==> src/rtl/mem_bus_arbiter.sv <==
// Round-robin arbiter sharing one memory port between the IFU and the LSU, one transaction in flight.
// Optional response timeout is compiled in with `define MEM_ARB_TIMEOUT_EN.
module mem_bus_arbiter #(
  parameter int ADDR_W  = 32,
  parameter int DATA_W  = 32,
  parameter int TIMEOUT = 255
) (
  input  logic                clk,
  input  logic                rst_n,
  input  logic                ifu_req_valid,
  output logic                ifu_req_ready,
  input  logic [ADDR_W-1:0]   ifu_addr,
  output logic                ifu_rsp_valid,
  output logic                ifu_rsp_err,
  output logic [DATA_W-1:0]   ifu_rdata,
  input  logic                lsu_req_valid,
  output logic                lsu_req_ready,
  input  logic [ADDR_W-1:0]   lsu_addr,
  input  logic                lsu_wen,
  input  logic [DATA_W-1:0]   lsu_wdata,
  input  logic [DATA_W/8-1:0] lsu_wmask,
  output logic                lsu_rsp_valid,
  output logic                lsu_rsp_err,
  output logic [DATA_W-1:0]   lsu_rdata,
  output logic                mem_req_valid,
  input  logic                mem_req_ready,
  output logic [ADDR_W-1:0]   mem_addr,
  output logic                mem_wen,
  output logic [DATA_W-1:0]   mem_wdata,
  output logic [DATA_W/8-1:0] mem_wmask,
  input  logic                mem_rsp_valid,
  input  logic [DATA_W-1:0]   mem_rdata
);

  typedef enum logic [1:0] {S_IDLE, S_REQ, S_WAIT} state_t;
  typedef enum logic {OWN_IFU, OWN_LSU} owner_t;

  if (TIMEOUT < 1) begin : g_timeout_check
    $error("mem_bus_arbiter: TIMEOUT must be at least 1");
  end

  state_t state, state_nxt;
  owner_t owner, last_grant;
  logic   grant_ifu, grant_lsu;
  logic   req_fire, rsp_fire, timeout_fire, wait_done;

  // NOTE: always_comb assigns every output a default first so no path can infer a latch.
  always_comb begin
    grant_ifu = 1'b0;
    grant_lsu = 1'b0;
    if (state == S_IDLE) begin
      if (ifu_req_valid && lsu_req_valid) begin
        if (last_grant == OWN_IFU) grant_lsu = 1'b1;
        else                       grant_ifu = 1'b1;
      end else if (lsu_req_valid) begin
        grant_lsu = 1'b1;
      end else if (ifu_req_valid) begin
        grant_ifu = 1'b1;
      end
    end
  end

  assign ifu_req_ready = grant_ifu;
  assign lsu_req_ready = grant_lsu;
  assign mem_req_valid = (state == S_REQ);
  assign req_fire      = (state == S_REQ) && mem_req_ready;
  // A response coinciding with the request handshake is still in REQ and is dropped here.
  assign rsp_fire      = (state == S_WAIT) && mem_rsp_valid;

`ifdef MEM_ARB_TIMEOUT_EN
  localparam int CNT_W = $clog2(TIMEOUT + 1);
  logic [CNT_W-1:0] wait_cnt;

  always_ff @(posedge clk or negedge rst_n) begin
    if (!rst_n)                wait_cnt <= '0;
    else if (req_fire)         wait_cnt <= '0;
    else if (state == S_WAIT)  wait_cnt <= wait_cnt + CNT_W'(1);
  end

  // A real response in the expiry cycle takes priority over the timeout.
  assign timeout_fire = (state == S_WAIT) && !mem_rsp_valid && (wait_cnt == CNT_W'(TIMEOUT));
`else
  assign timeout_fire = 1'b0;
`endif

  assign wait_done = rsp_fire || timeout_fire;

  always_comb begin
    state_nxt = state;
    case (state)
      S_IDLE:  if (grant_ifu || grant_lsu) state_nxt = S_REQ;
      S_REQ:   if (mem_req_ready)          state_nxt = S_WAIT;
      S_WAIT:  if (wait_done)              state_nxt = S_IDLE;
      default:                             state_nxt = S_IDLE;
    endcase
  end

  assign ifu_rsp_valid = wait_done && (owner == OWN_IFU);
  assign lsu_rsp_valid = wait_done && (owner == OWN_LSU);
  assign ifu_rsp_err   = timeout_fire && (owner == OWN_IFU);
  assign lsu_rsp_err   = timeout_fire && (owner == OWN_LSU);
  assign ifu_rdata     = (rsp_fire && (owner == OWN_IFU)) ? mem_rdata : '0;
  assign lsu_rdata     = (rsp_fire && (owner == OWN_LSU)) ? mem_rdata : '0;

  // NOTE: sequential state uses non-blocking assignments so every register samples pre-edge values.
  always_ff @(posedge clk or negedge rst_n) begin
    if (!rst_n) begin
      state      <= S_IDLE;
      owner      <= OWN_IFU;
      last_grant <= OWN_IFU;
      mem_addr   <= '0;
      mem_wen    <= 1'b0;
      mem_wdata  <= '0;
      mem_wmask  <= '0;
    end else begin
      state <= state_nxt;
      if (grant_lsu) begin
        owner      <= OWN_LSU;
        last_grant <= OWN_LSU;
        mem_addr   <= lsu_addr;
        mem_wen    <= lsu_wen;
        mem_wdata  <= lsu_wdata;
        mem_wmask  <= lsu_wmask;
      end else if (grant_ifu) begin
        owner      <= OWN_IFU;
        last_grant <= OWN_IFU;
        mem_addr   <= ifu_addr;
        mem_wen    <= 1'b0;
        mem_wdata  <= '0;
        mem_wmask  <= '0;
      end
    end
  end

endmodule

==> config.mk <==
export PLATFORM = sky130hd
export DESIGN_NAME = mem_bus_arbiter
export DESIGN_NICKNAME = d
export VERILOG_FILES = /design/src/rtl/mem_bus_arbiter.sv
export SDC_FILE = /design/constraint.sdc
export NUM_CORES = 1
export LEC_CHECK = 0
export ABC_AREA = 1
export BUFFER_PORTS_ARGS = -buffer_cell sky130_fd_sc_hd__buf_2
export CORE_AREA = 2 2 109 111
export CTS_BUF_LIST = sky130_fd_sc_hd__clkbuf_16
export DETAILED_ROUTE_END_ITERATION = 12
export DIE_AREA = 0 0 111 113
export GPL_TIMING_DRIVEN = 0
export PLACE_DENSITY = 0.73
export RECOVER_POWER = 50
export SETUP_SLACK_MARGIN = 0.3
export SLEW_MARGIN = 20
export SYNTH_ARGS = -nofsm -noshare
export SYNTH_HDL_FRONTEND = slang
export SYNTH_SLANG_ARGS = --single-unit
==> constraint.sdc <==
create_clock -name clk -period 1.7 [get_ports clk]
set_clock_uncertainty 0.15 [all_clocks]
set_input_delay 0.34 -clock clk [delete_from_list [all_inputs] [get_ports clk]]
set_output_delay 0.34 -clock clk [all_outputs]
set_load 0.01 [all_outputs]
==> metrics, run 1 <==
flops & latches, synth 72; largest cells by area after synthesis dfrtp_1 47%, nand2_1 21%, inv_1 9.8%, nor2_1 6.4%, nand4_1 5.5%; worst-path fanout max 6; post-DP HPWL 10800 um; core area 11300 um2; TritonCTS Buffers 9; pwr dens 1590 nW/um2; DRC Markers 0; commonest non-fill, non-tap cell in the layout buf_2; Final Worst Setup Slack -0.310 ns; DRT Pass-1 Iters 6; Die X 111 um; vias in the first global route 4947; Avg Cell Area, Syn 6.87 um2; filler cell count 877; I/O pin cnt 279; Non-Filler Instances 1064; port buffer count 275; hold_sp lsu_wdata[4]; CTS tree built; Area Overhead vs Synth 101%; Starting Density 34.1%; setup violators final 139; Placed Cells 979; Worst EP required 1.21 ns; CP Capture Type output port; Die H 113 um; Synth cell types 19; leading area contributor after synthesis dfrtp_1; CP Class reg2out; layout cell share with drive strength beyond 1 62.3%; Post-DRT Antenna Nets 0; # nets final 1054; RR Startpoint state[1]; RSZ-0062 raised after global routing yes; outcome finished, violations left; CTS sink cnt 72; Slew @ Worst Pin 0.739 ns; Fmax 0.497 GHz; final WL 16900 um; Root Buffer clkbuf_16; total number of yosys warnings 0; failing checks setup timing; DRT iter0 DRCs 253; Hold Path Stages 3; clock transition at the registers of the reported paths 0.06 ns; fin crit share 118%; Pins Over Slew Limit 0; GRT Residual Overflow 0; commonest non-fill, non-tap cells in the layout 245 x buf_2, 118 x nand2_1, 96 x inv_1, 76 x nand2_2, 71 x dfrtp_1; DR WL/cell 15.9 um; setup TNS -19.61 ns; leak pwr 4.55 nW; r2r setup slk -0.10 ns; first-pass GRT wire length 24900 um; worst ir drop on vdd 0.000839 V; final hold vios 0; Synth Cell Area 3840 um2; RR Endpoint mem_wdata[15]; min cycle time layout 2.01 ns; top cell type's share of synthesized area 46.9%; Seq/Total Area, Yosys 46.9%; largest net degree at the start of global routing 46; dpl ws -0.263 ns; CP arrival 1.52 ns; WHS Endpoint mem_wdata[4]; Overall Global Routing Usage 24.8%; Clock H-tree levels 3; DIE AREA 12500 um2; Cells after Synth 559; cell row count 39; Bufs on Longest Clock Path 2; R2R depth 10; Vias per Instance 4.69; initial antenna violation count 1; Final Wtd Congestion 0.871; MaxCap Viol Count 0; CP Launch Type flop; Worst slew margin 50.7%; total number of vias 4985; Hold WC Path Type in2reg; insertion delay to the later sink of the worst-skew pair 0.33 ns
## worst max-delay path, cell delays in order, from the launching register on
cell	delay (ns)
dfrtp_1	0.41
inv_2	0.08
nand4_1	0.10
buf_6	0.17
clkbuf_16	0.17
nor2_2	0.10
buf_2	0.15
## worst max path at each step
stage          slack [ns]             to        from
3_3_place_gp        -0.31  mem_wdata[23]       rst_n
2_1_floorplan        0.16  lsu_rdata[10]    state[0]
6_report            -0.31  lsu_rdata[26]    state[0]
4_1_cts             -0.25   ifu_rdata[5]    state[0]
5_1_grt             -0.39  lsu_rdata[13]    state[0]
3_5_place_dp        -0.26   ifu_rdata[8]  last_grant
## cell usage after synthesis
cell type  count
a21oi_1        1
buf_2         14
buf_4          3
buf_6          2
clkbuf_1      15
clkbuf_2       1
conb_1         1
dfrtp_1       72
inv_1        100
inv_2          2
nand2_1      211
nand3_1       32
nand3_4        1
nand4_1       34
nor2_1        65
nor2_4         1
o21ai_0        2
o21ai_4        1
o31ai_1        1
## area by class of cell
cell class / instances / area, um2 / area share, %
timing repair buffer: 344 / 2350 / 30.5
sequential: 72 / 1800 / 23.4
tap: 143 / 179 / 2.32
clock inverter: 7 / 78.8 / 1.02
multi-input combinational: 351 / 2230 / 28.9
clock buffer: 9 / 225 / 2.92
buffer: 35 / 453 / 5.87
inverter: 102 / 388 / 5.03
antenna: 1 / 2.50 / 0.0324
## logic make-up after synthesis
family	Yosys count	share of synthesized area, %
simple gates	344	37.4
buf+inv	137	14.6
flops	72	46.9
compound gates	5	1.01
other cells	1	0.0976
## where the power goes
| group | internal (mW) | total (mW) | switching (mW) | leakage [nW] |
|---|---|---|---|---|
| clock | 1.15 | 1.94 | 0.792 | 0.139 |
| sequential | 2.47 | 3.07 | 0.596 | 0.908 |
| combinational | 3.63 | 7.25 | 3.63 | 3.51 |
## flip-flops by register name, summed over array words and instances (netlist names)
name and flops:
last_grant 1, mem_wen 1, mem_addr 32, mem_wdata 32, state 2, mem_wmask 4
## what timing repair did
action,CTS,global route
cloned,15,2
setup buffers,35,15
hold buffers,1,0
pin swaps,75,30
gates resized for setup,191,159
endpoints found under the setup margin,141,148
endpoints found under the hold margin,27,0
## through the flow
step / area (um2) / util [%] / power (mW) / hold WS [ns]
after floorplan: 3920 / - / 5.24 / -0.106
after global placement: 5480 / 48.6 / 6.87 / 0.308
after detailed placement: 5510 / 48.9 / 6.94 / 0.145
after CTS: 6970 / 61.9 / 11.0 / 0.0417
after global routing: 7710 / 68.4 / 13.0 / 0.0495
final: 7710 / 68.4 / 12.3 / 0.0527
## routing by layer
| metal | vias up | part of all wire, % | global-route usage (%) | wire (um) |
|---|---|---|---|---|
| met2 | 226 | 53 | 45.2 | 9030 |
| met1 | 2341 | 37 | 28.5 | 6170 |
| met3 | 38 | 7.2 | 6.16 | 1220 |
| met4 | 0 | 2.8 | 8.50 | 476 |
| li1 | 2380 | - | - | - |
| met5 | - | 0 | 0 | 0 |
Power figures use the tool's default switching activity.
==> run 2: changes to the inputs <==
ABC_AREA = 0   (was 1)
CORE_AREA = 2 2 108 110   (was 2 2 109 111)
DIE_AREA = 0 0 110 112   (was 0 0 111 113)
==> run 2 against run 1 <==
The flow still finishes with violations (setup timing). Combinational power is 17% lower. Clock power shrank 11%. Synthesized cell count down 35%. Register-to-register slack lost 0.06 ns. Critical path depth is the same. Sequential share of layout area grew 3.0 points. Non-clock buffer count down 25. Clock-buffer cell count unchanged. Final cell count down 21%. Wire length fell by 10%. Core utilization fell by 7.2 points. First-iteration DRC count is 21% higher. Highest routed layer unchanged.
==> metrics, run 2 <==
biggest regs mem_addr x32, mem_wdata x32, mem_wmask x4; Root Buffer clkbuf_16; Hold WC Path Type in2reg; largest net degree at the start of global routing 55; RSZ-0062 raised after global routing yes; Storage cell area 1800 um2; TritonCTS Buffers 9; pwr dens 1580 nW/um2; flops & latches, synth 72; Worst EP required 1.21 ns; worst ir drop on vdd 0.000700 V; Cells after Synth 363; Final Util 61.3%; leading area contributor after synthesis dfrtp_1; Clock H-tree levels 3; overall power 10.8 mW; Worst slew margin 52.3%; GRT Residual Overflow 0; Post-DRT Antenna Nets 0; Area Overhead vs Synth 82.9%; area of the multi-input gates 2010 um2; Avg Cell Area, Syn 10.3 um2; Final Worst Setup Slack -0.411 ns; total number of yosys warnings 0; setup violators final 124; outcome finished, violations left; filler cell count 920; post-DP HPWL 10800 um; min cycle time layout 2.11 ns; DR WL/cell 18.2 um; MaxCap Viol Count 0; clock share of power 16.0%; placed cell area 5570 um2; clock transition at the registers of the reported paths 0.05 ns; DRT Pass-1 Iters 4; largest cells by area after synthesis dfrtp_1 48%, and2_1 11%, a22o_1 8.7%, o2111ai_1 7.5%, nand3b_1 6.4%; I/O pin cnt 279; Pins Over Slew Limit 0; worst-path fanout max 8; top_reg_cell synth dfrtp_1; commonest non-fill, non-tap cells in the layout 212 x buf_2, 84 x buf_6, 70 x dfrtp_1, 60 x and2_4, 37 x a22o_1; Vias per Instance 5.16; vias in the first global route 4356; commonest non-fill, non-tap cell in the layout buf_2; CP Class reg2out; Bufs on Longest Clock Path 2; Switching Power 4.11 mW; Comb power frac 55.4%; failing checks setup timing; layout cell share with drive strength beyond 1 64.3%; CP Launch Type flop; EDFF count, synth 0; Seq/Total Area, Yosys 48.1%; r2r setup slk -0.16 ns; final hold vios 0; post-synthesis async set-or-reset flop share 100%; core area 11200 um2; final WL 15200 um; CTS sink cnt 72; initial antenna violation count 1; # nets final 826; leak pwr 3.63 nW; Layout Cell Area excl Fill 6850 um2; Synth Cell Area 3740 um2; insertion delay to the later sink of the worst-skew pair 0.32 ns; top-count cell post-synth dfrtp_1; first-pass GRT wire length 22800 um; Die X 110 um; Slew @ Worst Pin 0.715 ns; DRC Markers 0; CTS tree built; register share of total power 28.6%; fin crit share 124%; Die H 112 um; Overall Global Routing Usage 23.9%; Fmax 0.474 GHz; CP arrival 1.62 ns; top cells by count, synth 72 x dfrtp_1, 64 x and2_1, 37 x a22o_1, 34 x o21ai_0; cell row count 39; Final Wtd Congestion 0.826; port buffer count 275; total number of vias 4313; DIE AREA 12300 um2; top cell type's share of synthesized area 48.1%; DRT iter0 DRCs 306; Synth cell types 26; Starting Density 33.5%; internal power 6.70 mW; Sw Share 38.0%; CP Capture Type output port
-- run 2: cell count changes after synthesis, moves of 4 or more --
cell / delta
nand2_1: -209
inv_1: -98
and2_1: +64
nor2_1: -63
a22o_1: +37
nand4_1: -34
and3_1: +32
nand3_1: -32
nand3b_1: +32
o2111ai_1: +32
o21ai_0: +32
clkbuf_1: +11
buf_2: -4
-- run 2: cells by family (layout without fill, tap and decap cells) --
group,Yosys count,in the layout,share of synthesized area [%]
other,1,3,0.100
and+or+nand+nor,140,140,25.0
AOI/OAI and AO/OA,106,106,21.2
DFF,72,72,48.1
buffers and inverters,44,372,5.55
-- run 2: cell type report --
type / count / area share [%]
Sequential cell: 72 / 26.3
Buffer: 42 / 6.18
Antenna cell: 1 / 0.0365
Multi-Input combinational cell: 248 / 29.3
Timing Repair Buffer: 312 / 31.4
Tap cell: 143 / 2.61
Inverter: 2 / 0.110
Clock inverter: 7 / 0.658
Clock buffer: 9 / 3.29
-- run 2: path summary, 6_finish.rpt --
kind                                     from            end  cells past startpoint
worst max-delay path                 state[0]  ifu_rdata[12]                      6
max in group asynchronous               rst_n       state[1]                      3
min in group asynchronous               rst_n   mem_addr[14]                      2
worst min register to register   mem_wmask[3]   mem_wmask[3]                      1
worst max register to register       state[1]  mem_wdata[27]                      9
worst min-delay path            mem_req_ready       state[0]                      2
-- run 2: layer usage --
| layer | track usage (%) | vias to the layer above | wire length (um) |
|---|---|---|---|
| met3 | 4.04 | 37 | 1020 |
| met4 | 10.2 | 0 | 511 |
| met1 | 28.0 | 2066 | 5760 |
| met5 | 0 | - | 0 |
| met2 | 42.2 | 216 | 7900 |
| li1 | - | 1994 | - |
-- run 2: stage by stage --
stage	cells	hold slack, ns	setup TNS (ns)	setup WS (ns)
final	836	0.0616	-29.93	-0.411
after global placement	782	0.329	-27.69	-0.390
after detailed placement	783	0.0972	-10.44	-0.240
after global routing	836	0.0543	-37.92	-0.471
after CTS	826	0.0699	-27.64	-0.425
after floorplan	364	-0.106	0	0.0336
-- run 2: power by group through the flow --
stage / clock network, mW / logic [mW] / registers [mW]
global placement: 0 / 4.28 / 3.06
global route: 1.84 / 6.41 / 3.19
CTS: 1.76 / 5.64 / 3.08
finish: 1.73 / 6.00 / 3.09
floorplan: 0 / 2.22 / 3.43
detailed placement: 0 / 4.40 / 3.08
-- run 2: worst max-delay path, stage by stage, from the launching register on --
cell,delay (ns)
dfrtp_2,0.42
nand2b_4,0.16
nor3b_4,0.17
buf_6,0.18
buf_6,0.13
and2_4,0.14
buf_6,0.10
-- run 2: timing repair --
item                       4_1_cts  5_1_grt
pin swaps                       64       12
setup buffers                   17        8
gates resized for setup        154       41
gates cloned                     9        1
setup endpoints to repair      139      143
hold endpoints to repair        18        0
hold buffers                     1        0
